`config.mk`:
```
export PLATFORM = sky130hd
export DESIGN_NAME = chain_eval_sched
export DESIGN_NICKNAME = d
export VERILOG_FILES = /design/src/rtl/chain_eval_sched.sv
export SDC_FILE = /design/constraint.sdc
export NUM_CORES = 1
export LEC_CHECK = 0
export CORE_MARGIN = 5
export CORE_UTILIZATION = 40
export CTS_BUF_LIST = sky130_fd_sc_hd__clkbuf_4
export DETAILED_ROUTE_END_ITERATION = 8
export PLACE_DENSITY = 0.8
export SETUP_SLACK_MARGIN = 0.5
export SYNTH_ARGS = -nofsm -noshare
export SYNTH_HDL_FRONTEND = slang
export SYNTH_SLANG_ARGS = --single-unit
export TNS_END_PERCENT = 20
```
`constraint.sdc`:
```
create_clock -name clk -period 2.5 [get_ports clk]
set_input_delay 0.25 -clock clk [delete_from_list [all_inputs] [get_ports clk]]
set_output_delay 0.25 -clock clk [all_outputs]
set_load 0.1 [all_outputs]
```
`src/rtl/chain_eval_sched.sv`:
```
// chain_eval_sched: round-robin front end that time-shares one multicycle
// chain evaluator between NUM_REQ requesters. It owns the operand register
// feeding the chain, waits SETTLE_CYCLES for the result, and returns it
// tagged with the requester ID.
module chain_eval_sched #(
  parameter int NUM_REQ       = 4,
  parameter int DATA_W        = 32,
  parameter int SETTLE_CYCLES = 4,
  parameter int CNT_W         = 16,
  parameter int ID_W          = $clog2(NUM_REQ)
) (
  input  logic                      clk,
  input  logic                      rst_n,
  input  logic [NUM_REQ-1:0]        req_valid,
  input  logic [NUM_REQ*DATA_W-1:0] req_data,
  output logic [NUM_REQ-1:0]        req_ready,
  output logic [DATA_W-1:0]         eval_operand,
  input  logic                      eval_result,
  output logic                      rsp_valid,
  output logic [ID_W-1:0]           rsp_id,
  output logic                      rsp_result,
  input  logic                      rsp_ready,
  output logic                      busy,
  output logic [CNT_W-1:0]          done_count
);

  // Settle counter only has to hold SETTLE_CYCLES-1; keep at least one bit.
  localparam int SC_W = (SETTLE_CYCLES > 1) ? $clog2(SETTLE_CYCLES) : 1;
  localparam logic [SC_W-1:0] SETTLE_LOAD = SC_W'(SETTLE_CYCLES - 1);
  localparam logic [ID_W-1:0] LAST_ID     = ID_W'(NUM_REQ - 1);

  typedef enum logic [1:0] {IDLE, SETTLE, RESPOND} state_t;

  state_t            state;
  state_t            state_nxt;
  logic [ID_W-1:0]   ptr;
  logic [ID_W-1:0]   ptr_nxt;
  logic [ID_W-1:0]   id_lat;
  logic [ID_W-1:0]   winner;
  logic              found;
  logic [DATA_W-1:0] sel_data;
  logic [SC_W-1:0]   settle_cnt;

  // Round-robin search: first valid index at or above the pointer, else the
  // lowest valid index (which is then below the pointer, i.e. wrapped).
  always_comb begin
    found  = 1'b0;
    winner = '0;
    for (int i = 0; i < NUM_REQ; i++) begin
      if (!found && req_valid[i] && (ID_W'(i) >= ptr)) begin
        found  = 1'b1;
        winner = ID_W'(i);
      end
    end
    for (int i = 0; i < NUM_REQ; i++) begin
      if (!found && req_valid[i]) begin
        found  = 1'b1;
        winner = ID_W'(i);
      end
    end
    ptr_nxt = (winner == LAST_ID) ? '0 : winner + 1'b1;
  end

  // Operand mux selecting the winner's data slice.
  always_comb begin
    sel_data = '0;
    for (int i = 0; i < NUM_REQ; i++) begin
      if (winner == ID_W'(i)) sel_data = req_data[i*DATA_W +: DATA_W];
    end
  end

  // State register.
  always_ff @(posedge clk) begin
    if (!rst_n) state <= IDLE;
    else        state <= state_nxt;
  end

  // Next-state logic; RESPOND always returns to IDLE before any new grant.
  always_comb begin
    state_nxt = state;
    case (state)
      IDLE:    if (found)              state_nxt = SETTLE;
      SETTLE:  if (settle_cnt == '0)   state_nxt = RESPOND;
      RESPOND: if (rsp_ready)          state_nxt = IDLE;
      default:                         state_nxt = IDLE;
    endcase
  end

  // Outputs: grant is combinational from request/state/pointer, busy from state.
  always_comb begin
    req_ready = '0;
    if (rst_n && (state == IDLE) && found) req_ready = NUM_REQ'(1) << winner;
    busy = (state != IDLE);
  end

  // Operand, pointer, settle counter, response and completion counter.
  always_ff @(posedge clk) begin
    if (!rst_n) begin
      ptr          <= '0;
      id_lat       <= '0;
      settle_cnt   <= '0;
      eval_operand <= '0;
      rsp_valid    <= 1'b0;
      rsp_id       <= '0;
      rsp_result   <= 1'b0;
      done_count   <= '0;
    end else begin
      case (state)
        IDLE: begin
          if (found) begin
            eval_operand <= sel_data;
            id_lat       <= winner;
            settle_cnt   <= SETTLE_LOAD;
            ptr          <= ptr_nxt;
          end
        end
        SETTLE: begin
          if (settle_cnt == '0) begin
            rsp_result <= eval_result;
            rsp_id     <= id_lat;
            rsp_valid  <= 1'b1;
          end else begin
            settle_cnt <= settle_cnt - 1'b1;
          end
        end
        RESPOND: begin
          if (rsp_ready) begin
            rsp_valid  <= 1'b0;
            done_count <= done_count + 1'b1;
          end
        end
        default: ;
      endcase
    end
  end

endmodule

```
==> results of run 1 <==
==> cell type report <==
class	instances	area, µm²	area share
clock inverter	7	139	0.0227
multi-input combinational	343	2100	0.343
clock buffer	9	67.6	0.0111
sequential	60	1220	0.200
tap	105	131	0.0215
inverter	40	150	0.0246
timing repair buffer	230	2300	0.377
==> where the power goes <==
| part | total (mW) | switching (mW) | internal (mW) | leakage, nW |
|---|---|---|---|---|
| registers | 1.20 | 0.0988 | 1.10 | 0.499 |
| logic | 2.89 | 1.87 | 1.02 | 1.89 |
| clock network | 0.992 | 0.387 | 0.605 | 0.110 |
==> repair_timing <==
action | 4_1_cts | 5_1_grt
hold endpoints to repair | 0 | 0
setup endpoints to repair | 36 | 39
gates resized for setup | 22 | 28
buffers inserted | 8 | 6
gates cloned | 3 | 1
pin swaps | 10 | 17
==> state kept, by name, summed over array words and instances, names as in the netlist <==
register / cells
eval_operand: 32
done_count: 16
id_lat: 2
ptr: 2
rsp_id: 2
settle_cnt: 2
state: 2
rsp_result: 1
rsp_valid: 1
==> worst paths after layout <==
check	startpoint	to	slack, ns	depth (start not counted)
min reg2reg	id_lat[0]	rsp_id[0]	0.48	2
max reg2reg	ptr[1]	eval_operand[26]	0.24	11
min	eval_result	rsp_result	0.47	3
max	ptr[1]	req_ready[2]	0.21	8
==> cell usage after synthesis, types with 2 or more instances <==
cell type	number
xor2_1	2
o21ai_0	73
nor2_1	43
and3_1	4
buf_2	2
or3_1	7
nor3_1	4
or2_2	2
ha_1	6
dfxtp_1	60
xnor2_1	5
o221ai_1	2
a221oi_1	33
nand4_1	4
nand3_1	9
clkbuf_1	34
a21oi_1	82
or4_1	2
nand2_1	49
buf_1	5
inv_1	39
==> routing by layer <==
layer | up-vias | global-route usage | share of wire | wire length, µm
li1 | 2114 | - | - | -
met1 | 2109 | 0.283 | 0.35 | 5110
met2 | 279 | 0.451 | 0.50 | 7230
met3 | 60 | 0.0942 | 0.11 | 1570
met4 | 0 | 0.153 | 0.044 | 647
met5 | - | 0 | 0 | 0
==> worst max-delay path, stage by stage, from the launching register on <==
cell	delay (ns)
dfxtp_4	0.38
nand2b_1	0.14
a21o_1	0.18
o221ai_2	0.08
buf_4	0.20
ha_4	0.19
buf_12	0.11
and3_4	0.19
buf_12	0.17
==> through the flow <==
step                       util  hold WS (ns)  cells
final                     0.740         0.471    794
after global routing      0.740         0.447    794
after CTS                 0.721         0.446    787
after detailed placement  0.666         0.462    760
after global placement    0.666         0.452    760
after floorplan               -         0.407    486
==> cell families after synthesis <==
group           synth area share
fa+ha+maj                 0.0220
buf+inv                   0.0970
simple gates               0.179
compound gates             0.330
flops                      0.351
xor+xnor                  0.0179
mux                      0.00293
==> layout by cell type (no fill, tap or decap), types with 8 or more instances in the layout <==
cell             count
buf_4               77
buf_12              11
nand2_1             49
dfxtp_1             50
a221oi_1            25
clkbuf_4             9
a21oi_1             73
o21ai_0             63
clkdlybuf4s50_1    134
nand3_1              9
inv_1               37
nor2_1              42
a221oi_2             8
==> results.json, run 1 <==
{
  "status": "completed",
  "synth_warnings": 0,
  "gp_congestion": 0.968,
  "synthArstFlopShare": 0,
  "finalWirelength_mm": 14.6,
  "synthFlopType": "dfxtp_1",
  "grt_antenna_before_repair": 0,
  "syn-mean-instance-area_um2": 7.04,
  "dp_slack_ns": 0.0112,
  "clk_latency_ns": 0.41,
  "worstSetupStartpointType": "flop",
  "drt_iter0_markers": 230,
  "max_freq_ghz": 0.437,
  "h-tree-depth": 3,
  "core_um2": 8260,
  "antenna_left": 0,
  "final-setup-viol-count": 0,
  "critPathRequiredTime_ns": 2.25,
  "synth_top_cell_by_area": "dfxtp_1",
  "hold_buffers": 0,
  "grt_max_degree": 29,
  "grt_pass1_wl_mm": 21.8,
  "vias": 4562,
  "ys_top_cells_by_area": "dfxtp_1 35%, a21oi_1 12%, o21ai_0 11%",
  "syn2layout_area_growth_pct": 78.7,
  "die_w_um": 102,
  "hold_viol_final": 0,
  "dr.pass1.iters": 4,
  "drive_gt1_frac": 0.234,
  "numPortBuffers": 192,
  "setup_tns_ns": 0,
  "io_pins": 193,
  "fin_crit_ns": 2.29,
  "final.fill_count": 616,
  "slew_headroom": 0.613,
  "hold_class": "in -> reg",
  "finalNetCount": 826,
  "die_h_um": 102,
  "post_drt_wl_per_cell_um": 18.3,
  "synth_area_um2": 3420,
  "final-max-slew-violation-count": 0,
  "ys_ff_latch": 60,
  "grt_pass1_vias": 4592,
  "clkTransAtPathRegs_ns": 0.11,
  "vdd_drop_max_uv": 544,
  "clock_path_buffers": 2,
  "grt_usage": 0.265,
  "cp_max_fo": 5,
  "power_density_nw_per_um2": 831,
  "initial_core_util": 0.414,
  "min_period_over_period": 0.915,
  "synth_cells": 486,
  "max-cap-violations": 0,
  "dpl.hpwl_mm": 9.94,
  "cts_buffers": 9,
  "rows": 33,
  "gr-total-overflow": 0,
  "syn-num-nets": 628,
  "synth-seq-area-share": 0.351,
  "tightest_slew_ns": 0.574,
  "cellLeakagePower_nw": 2.49,
  "cts_tree": "yes",
  "fin_area_um2": 6110,
  "skew_ns": 0.0141,
  "synth_cell_type_count": 40,
  "via_per_inst": 5.75,
  "die-area_um2": 10500,
  "setup_ws_ns": 0.211,
  "rsz0062_at_grt": "true",
  "dpl_cell_area_um2": 5500,
  "cts-root-buf": "clkbuf_4",
  "critical_path_class": "reg -> out",
  "arrival_ns": 2.04,
  "synth.top_cell.area_share": 0.351,
  "p_total_mw": 5.08,
  "num_antenna_cells": 0,
  "clkSinkCount": 60,
  "synth_edf_count": 0,
  "drc": 0,
  "endpoint_kind": "primary output"
}
No activity file was read; power rests on OpenSTA's default activity.
==> inputs of run 2 (changes only) <==
--- a/config.mk
+++ b/config.mk
@@ -9,6 +9,7 @@
 export CORE_UTILIZATION = 40
 export CTS_BUF_LIST = sky130_fd_sc_hd__clkbuf_4
 export DETAILED_ROUTE_END_ITERATION = 8
+export HOLD_SLACK_MARGIN = 0.1
 export PLACE_DENSITY = 0.8
 export SETUP_SLACK_MARGIN = 0.5
 export SYNTH_ARGS = -nofsm -noshare
==> results of run 2 <==
Final layout, timing and power as in run 1 (identical DEF).
